### config.mk
export PLATFORM = sky130hd
export DESIGN_NAME = mem_bus_arbiter
export DESIGN_NICKNAME = d
export VERILOG_FILES = /design/src/rtl/mem_bus_pkg.sv /design/src/rtl/mem_bus_arbiter_rr_pick.sv /design/src/rtl/mem_bus_arbiter.sv
export SDC_FILE = /design/constraint.sdc
export NUM_CORES = 1
export LEC_CHECK = 0
export BUFFER_PORTS_ARGS = -buffer_cell sky130_fd_sc_hd__buf_2
export CORE_AREA = 2 2 126 128
export DETAILED_ROUTE_END_ITERATION = 7
export DIE_AREA = 0 0 128 130
export PLACE_DENSITY = 0.8
export SLEW_MARGIN = 15
export SYNTH_ARGS = -nofsm -noshare
export SYNTH_HDL_FRONTEND = slang
export SYNTH_SLANG_ARGS = --single-unit
### constraint.sdc
create_clock -name clk -period 2.28 [get_ports clk]
set_clock_uncertainty 0.2 [all_clocks]
set_input_delay 0 -clock clk [delete_from_list [all_inputs] [get_ports clk]]
set_output_delay 0 -clock clk [all_outputs]
set_load 0.03 [all_outputs]
### src/rtl/mem_bus_pkg.sv
// mem_bus_pkg
// Shared types and defaults for the memory bus arbiter.
//   state_t : arbiter FSM states (IDLE, MEM, LOCAL)
//   req_t   : one latched requester transaction (addr, wdata, wstrb, instr)
//   DEF_*   : default memory map and watchdog values
package mem_bus_pkg;

    typedef enum logic [1:0] {
        ST_IDLE  = 2'd0,
        ST_MEM   = 2'd1,
        ST_LOCAL = 2'd2
    } state_t;

    localparam logic [31:0] DEF_MEM_SIZE     = 32'h0010_0000;
    localparam logic [31:0] DEF_CONSOLE_ADDR = 32'h1000_0000;
    localparam int          DEF_TIMEOUT      = 1024;

    typedef struct packed {
        logic [31:0] addr;
        logic [31:0] wdata;
        logic [3:0]  wstrb;
        logic        instr;
    } req_t;

endpackage

### src/rtl/mem_bus_arbiter_rr_pick.sv
// rr_pick
// Combinational round-robin priority encoder.
//   req   : request vector
//   ptr   : index with highest priority this round
//   grant : one-hot winner (first set bit from ptr upward, wrapping)
//   idx   : binary index of the winner
//   any   : at least one request is pending
module rr_pick #(
    parameter int N  = 2,
    parameter int IW = (N > 1) ? $clog2(N) : 1
) (
    input  logic [N-1:0]  req,
    input  logic [IW-1:0] ptr,
    output logic [N-1:0]  grant,
    output logic [IW-1:0] idx,
    output logic          any
);

    int            pos;
    logic [IW-1:0] pos_idx;

    // Walk the requesters starting at ptr; the first hit wins and later
    // hits are ignored, so the grant is always one-hot.
    always_comb begin
        grant   = '0;
        idx     = '0;
        any     = 1'b0;
        pos     = 0;
        pos_idx = '0;
        for (int i = 0; i < N; i++) begin
            pos = int'(ptr) + i;
            if (pos >= N) begin
                pos = pos - N;
            end
            pos_idx = IW'(pos);
            if (!any && req[pos_idx]) begin
                any            = 1'b1;
                grant[pos_idx] = 1'b1;
                idx            = pos_idx;
            end
        end
    end

endmodule

### src/rtl/mem_bus_arbiter.sv
// mem_bus_arbiter
// Round-robin arbiter sharing one native-interface memory between NUM_REQ
// requesters. Console writes and out-of-range accesses are completed
// locally; a watchdog retires memory accesses that are never acknowledged.
//   clk, resetn          : clock, synchronous active-low reset
//   req_* (packed)       : per-requester valid/instr/addr/wdata/wstrb in,
//                          one-hot req_ready and shared req_rdata out
//   mem_*                : downstream native memory interface
//   console_valid/data   : one-cycle pulse with the written console byte
//   err_valid/addr/timeout : error pulse; address and cause held until
//                          the next error
//   grant_id             : current or last granted requester
module mem_bus_arbiter
    import mem_bus_pkg::*;
#(
    parameter int          NUM_REQ      = 2,
    parameter logic [31:0] MEM_SIZE     = DEF_MEM_SIZE,
    parameter logic [31:0] CONSOLE_ADDR = DEF_CONSOLE_ADDR,
    parameter int          TIMEOUT      = DEF_TIMEOUT,
    localparam int         IW           = $clog2(NUM_REQ)
) (
    input  logic                    clk,
    input  logic                    resetn,
    input  logic [NUM_REQ-1:0]      req_valid,
    input  logic [NUM_REQ-1:0]      req_instr,
    input  logic [32*NUM_REQ-1:0]   req_addr,
    input  logic [32*NUM_REQ-1:0]   req_wdata,
    input  logic [4*NUM_REQ-1:0]    req_wstrb,
    output logic [NUM_REQ-1:0]      req_ready,
    output logic [31:0]             req_rdata,
    output logic                    mem_valid,
    output logic                    mem_instr,
    input  logic                    mem_ready,
    output logic [31:0]             mem_addr,
    output logic [31:0]             mem_wdata,
    output logic [3:0]              mem_wstrb,
    input  logic [31:0]             mem_rdata,
    output logic                    console_valid,
    output logic [7:0]              console_data,
    output logic                    err_valid,
    output logic [31:0]             err_addr,
    output logic                    err_timeout,
    output logic [IW-1:0]           grant_id
);

    localparam int WW = $clog2(TIMEOUT) + 1;

    state_t        state, next_state;
    logic [IW-1:0] rr_ptr;
    req_t          cur, win;
    logic [WW-1:0] wdog;
    logic [31:0]   err_addr_q;
    logic          err_to_q;
    logic          err_is_to;

    logic [NUM_REQ-1:0] pick_grant;
    logic [IW-1:0]      pick_idx;
    logic               pick_any;
    logic               win_local;
    logic               timeout_hit;

    rr_pick #(.N(NUM_REQ), .IW(IW)) u_pick (
        .req   (req_valid),
        .ptr   (rr_ptr),
        .grant (pick_grant),
        .idx   (pick_idx),
        .any   (pick_any)
    );

    // AND-OR mux of the winning requester's fields, driven by the one-hot grant.
    always_comb begin
        win = '0;
        for (int i = 0; i < NUM_REQ; i++) begin
            if (pick_grant[i]) begin
                win.addr  = req_addr[32*i +: 32];
                win.wdata = req_wdata[32*i +: 32];
                win.wstrb = req_wstrb[4*i +: 4];
                win.instr = req_instr[i];
            end
        end
    end

    // The console word is above MEM_SIZE, so it must be recognised before
    // the range check treats it as an error.
    assign win_local   = (win.addr == CONSOLE_ADDR) || (win.addr >= MEM_SIZE);
    assign timeout_hit = (state == ST_MEM) && (wdog == WW'(TIMEOUT - 1)) && !mem_ready;

    assign mem_valid = (state == ST_MEM);
    assign mem_instr = cur.instr;
    assign mem_addr  = cur.addr;
    assign mem_wdata = cur.wdata;
    assign mem_wstrb = cur.wstrb;

    // Error details track the pulse combinationally and then hold.
    assign err_addr    = err_valid ? cur.addr : err_addr_q;
    assign err_timeout = err_valid ? err_is_to : err_to_q;

    always_comb begin
        next_state    = state;
        req_ready     = '0;
        req_rdata     = '0;
        console_valid = 1'b0;
        console_data  = '0;
        err_valid     = 1'b0;
        err_is_to     = 1'b0;
        case (state)
            ST_IDLE: begin
                if (pick_any) begin
                    next_state = win_local ? ST_LOCAL : ST_MEM;
                end
            end
            ST_MEM: begin
                // A late mem_ready in the watchdog cycle still wins.
                if (mem_ready) begin
                    req_ready[grant_id] = 1'b1;
                    req_rdata           = mem_rdata;
                    next_state          = ST_IDLE;
                end else if (timeout_hit) begin
                    req_ready[grant_id] = 1'b1;
                    err_valid           = 1'b1;
                    err_is_to           = 1'b1;
                    next_state          = ST_IDLE;
                end
            end
            ST_LOCAL: begin
                req_ready[grant_id] = 1'b1;
                next_state          = ST_IDLE;
                if (cur.addr == CONSOLE_ADDR) begin
                    if (|cur.wstrb) begin
                        console_valid = 1'b1;
                        console_data  = cur.wdata[7:0];
                    end
                end else begin
                    err_valid = 1'b1;
                end
            end
            default: next_state = ST_IDLE;
        endcase
    end

    // Any completion moves priority to the requester after the one served,
    // which makes the just-served requester the lowest priority next round.
    always_ff @(posedge clk) begin
        if (!resetn) begin
            state      <= ST_IDLE;
            rr_ptr     <= '0;
            grant_id   <= '0;
            cur        <= '0;
            wdog       <= '0;
            err_addr_q <= '0;
            err_to_q   <= 1'b0;
        end else begin
            state <= next_state;
            if (state == ST_IDLE && pick_any) begin
                cur      <= win;
                grant_id <= pick_idx;
                wdog     <= '0;
            end else if (state == ST_MEM) begin
                wdog <= wdog + WW'(1);
            end
            if (|req_ready) begin
                rr_ptr <= (grant_id == IW'(NUM_REQ - 1)) ? '0 : grant_id + IW'(1);
            end
            if (err_valid) begin
                err_addr_q <= cur.addr;
                err_to_q   <= err_is_to;
            end
        end
    end

endmodule

# Word level (Yosys, flattened, before mapping)

Index checks and enable logic that the tools add are counted.

Bits in registers: 117
Input bits: 175
Logic and storage cells: 92

Add/sub/neg operators: 5
Magnitude comparators: 9
Equal/unequal tests: 7
Muxes and demuxes: 44
Bitwise operators: 2
Reduce and logical (&&, ||, !) cells: 15

Operators with widths:

| operator              | number |
|---|---|
| $mux 69               | 2 |
| $mux 32               | 3 |
| $eq 32x29->1 const B  | 2 |
| $ge 32x21->1 const B  | 1 |
| $mux 8                | 3 |
| $mux 1                | 22 |
| $mux 2                | 8 |
| $add 11x1->11 const B | 1 |
| $eq 11x10->1 const B  | 1 |
| $pmux 2 s2            | 2 |
| $logic_and 1x1->1     | 7 |
| $lt 1x2->1 const B    | 3 |
| $reduce_or 2->1       | 2 |
| $reduce_or 4->1       | 1 |
| $demux 1 s1           | 3 |
| $ge 1x1->1 const B    | 3 |
| $ne 3x1->1 const B    | 1 |
| $add 1x1->2 const B   | 1 |
| $eq 2x1->1 const B    | 1 |
| $eq 2x2->1 const B    | 1 |
| $ge 1x2->1 const B    | 1 |
| $ge 2x2->1 const B    | 1 |
| $logic_not 1->1       | 2 |
| $logic_not 2->1       | 1 |
| other kinds (8)       | 9 |

# Longest topological paths before layout

Depth in word-level cells: 16
Mapped depth: 9
Mapped depth without buffers: 7

# By module

A second synthesis with hierarchy kept.

Cell total of the unflattened synthesis: 918
Area, all modules: 7053.0 um^2

By module, submodules not included:

| module          | times used | cells an instance | area an instance (um^2) |
|---|---|---|---|
| mem_bus_arbiter | 1          | 913               | 7020.5 |
| rr_pick         | 1          | 5                 | 32.5 |

# Worst setup path after synthesis

OpenSTA, ideal clock, no wires.

Path kind: register -> output
Start: register cur (netlist bit mem_addr[28])
End: output console_data[0]
Arrival time: 2.335 ns
Slack: -0.255 ns
Cell stages (with the launch flop): 5
Buffers on the path: 0
Cell sequence: dfxtp_1 nor4b_1 nand4_1 nor3_1 and2_1

Word-level cells in the longest chain between the ends: 3

RTL lines:

| item                     | RTL line               | source |
|---|---|---|
| start: declaration       | mem_bus_arbiter.sv:50  | `req_t cur, win;` |
| start signal: assignment | mem_bus_arbiter.sv:155 | `cur <= win;` |
| $eq 32x29->1             | mem_bus_arbiter.sv:128 | `if (cur.addr == CONSOLE_ADDR) begin` |
| $mux 8                   | mem_bus_arbiter.sv:128 |  |
| $mux 8                   | mem_bus_arbiter.sv:106 | `case (state)` |
| end: declaration         | mem_bus_arbiter.sv:39  | `output logic [7:0] console_data,` |

Every way passes these cells.

# Worst setup path after layout

Start: register cur (netlist bit mem_addr[19])
End: output err_addr[15]

Word-level cells in the longest chain between the ends: 4

RTL lines:

| item             | RTL line               | source |
|---|---|---|
| $eq 32x29->1     | mem_bus_arbiter.sv:128 |  |
| $mux 1           | mem_bus_arbiter.sv:128 |  |
| $pmux 1 s2       | mem_bus_arbiter.sv:106 |  |
| $mux 32          | -                      |  |
| end: declaration | mem_bus_arbiter.sv:41  | `output logic [31:0] err_addr,` |

Every way passes these cells.

==> flow_summary.ini <==
[cells_and_area]
final_cell_area_um2 = 10500
final_nets = 1325
finalNonFillerCells = 1353
multi_input_comb_area_um2 = 3320
fillCellCount = 1111
syn_to_final_growth_pct = 89.3
fin_util = 0.682
ff_latch_area_um2 = 2360
drive_gt1_frac = 0.418

[timing]
drv_slew = 0
final.setup.tns_ps = -7360
setup_slack_ps = -245
hold_viol_final = 0
slew_headroom = 0.493
worst_slew_pin_slew_ps = 756
finalSetupViolations = 41
grt_setup_unrepaired = true
fin_crit_sh = 1.11
fin_crit_ps = 2520
whs_ps = 85.5
max_freq_mhz = 396

[worst_setup_path]
arrival_ps = 2320
crit_path_start_kind = flip-flop
worstSetupPathType = flip-flop to primary output
cp_max_fo = 17
required_ps = 2080
crit_path_end_kind = primary output

[die]
die_area_um2 = 16600
die_w_um = 128
start_util = 0.360
row_count = 46
ioPinCount = 323
core_um2 = 15400
die_h_um = 130

[detailed_routing]
drc = 0
drt-initial-drc-count = 879
drt-pass1-iter-count = 5
ant_nets = 0
wl_per_cell_um = 20.1
drt_wl_total_um = 27200
viasPerCell = 5.71
routed-via-count = 7732

[synth]
yosys_warnings = 0
synth-async-reset-ratio = 0
syn_nets = 851
seq_area_frac_synth = 0.422
yosys_most_used_dff = dfxtp_1
syn_inst = 672
synth_seq_cells = 117
avgSynthCellArea_um2 = 8.27
synth_edf_count = 0
synthesis.area_um2 = 5560
synth_cell_types = 41

[clock_network]
cts_tree = done
cts_max_path_buffers = 2
htree_levels = 4
cts_sinks = 117
root_buffer = clkbuf_16
clkTransAtPathRegs_ps = 50
clk_latency_ps = 420
cts_inserted_buffers = 17

[run]
max_cap_viol_count = 0

[global_route]
grt_use_total = 0.298
grt_overflow = 0
grt_max_degree = 76
grt_pass1_wl_um = 38700
grt_pass1_vias = 7308
antenna_found_initial = 1

[placed_design]
post-place-cells = 1156
io_buffers = 322
place.gp.congestion = 0.872
placed_area_um2 = 7540
pre_cts_slack_ps = -77.3
place.detailed.hpwl_um = 14700

[power]
p_per_area_nw_per_um2 = 734
leakagePower_nw = 5.07
power_mw = 7.72
irDropWorstVdd_mv = 0.517

[run_status]
status = finished, violations left
failed_checks = setup timing

[min_path]
hold_path.class = input port to flip-flop
synthesized netlist by cell type, types with 2 or more instances:
cell type    n  share of area
xnor2_1      3         0.0047
nor2b_1     34          0.038
a21boi_0     2         0.0027
a222oi_1    17          0.031
a32o_1       2         0.0036
or3_1        2         0.0023
and3_1      35          0.039
dfxtp_1    117           0.42
and4_1       2         0.0032
and2_1      12          0.014
nor4_1       8         0.0090
a32oi_1      2         0.0032
nand3_1      2         0.0018
a21o_1       3         0.0041
nand2_1     67          0.045
ha_1         4         0.0090
clkbuf_1    48          0.032
a22oi_1     45          0.061
buf_1        5         0.0034
xor2_1       6         0.0095
a221oi_1    37          0.058
or4_1        3         0.0041
buf_2       12          0.011
o211ai_1    32          0.043
nand4_1      3         0.0034
a211oi_1     2         0.0027
a21oi_1     34          0.031
o21a_1       2         0.0027
nor2_1      71          0.048
o21ai_0      4         0.0036
nor3_1      42          0.038
inv_1        5         0.0034
path summary, 6_finish.rpt:
check	startpoint	endpoint	slack [ps]	depth (start not counted)
max reg2reg	mem_addr[19]	err_addr_q[25]	50	8
min	req_addr[27]	state[1]	90	5
max	mem_addr[19]	err_addr[15]	-240	7
min reg2reg	mem_wdata[15]	mem_wdata[15]	230	2
cell type report:
class / count / area share
Antenna cell: 2 / 0.000476
Clock buffer: 22 / 0.0451
Clock inverter: 10 / 0.0121
Inverter: 5 / 0.00178
Multi-Input combinational cell: 487 / 0.316
Sequential cell: 117 / 0.224
Tap cell: 192 / 0.0228
Timing Repair Buffer: 518 / 0.378
kinds of logic after synthesis:
| family | synth area share |
|---|---|
| and+or+nand+nor | 0.253 |
| AOI/OAI and AO/OA | 0.251 |
| DFF | 0.422 |
| buffers and inverters | 0.0500 |
| xor gates and xnor gates | 0.0142 |
| adders and majority gates | 0.00901 |
| muxes | 0.00180 |
sequential cells by signal (all words and copies together) (netlist names):
name and flops:
mem_addr 32, mem_instr 1, mem_wstrb 4, rr_ptr 1
err_to_q 1, mem_wdata 32, state 2, grant_id 1
err_addr_q 32, wdog 11
cells in the final DEF (no fill, tap or decap), types with 29 or more instances in the layout:
master / count
and3_1: 35
a21oi_1: 34
nor2_1: 71
nor3_1: 41
dfxtp_1: 107
a221oi_1: 36
nor2b_1: 32
buf_6: 50
nand2_1: 67
dlygate4sd3_1: 140
buf_2: 277
buf_4: 34
o211ai_1: 32
a22oi_2: 29
critical path: stages (launching register included):
cell	delay (ps)
dfxtp_1	350
nor4_2	310
nand4_1	220
o21a_4	290
buf_12	160
o211ai_1	300
nand2_1	130
buf_6	150
report_power, final:
part	internal (mW)	total, mW	switching, mW
logic	1.08	2.54	1.46
registers	2.25	2.43	0.182
clock network	1.79	2.75	0.956
routing by layer:
metal | share of wire | wire length (um) | global-route usage
met2 | 0.48 | 13100 | 0.479
met1 | 0.40 | 10800 | 0.376
met5 | 0 | 0 | 0
met4 | 0.039 | 1070 | 0.133
met3 | 0.080 | 2190 | 0.0816
timing repair:
action	4_1_cts	5_1_grt
setup buffers	8	7
pin swaps	48	20
gates resized for setup	111	80
cloned	5	6
endpoints found under the setup margin	45	56
hold buffers	140	0
hold endpoints to repair	84	0
No activity file was read; power rests on OpenSTA's default activity.
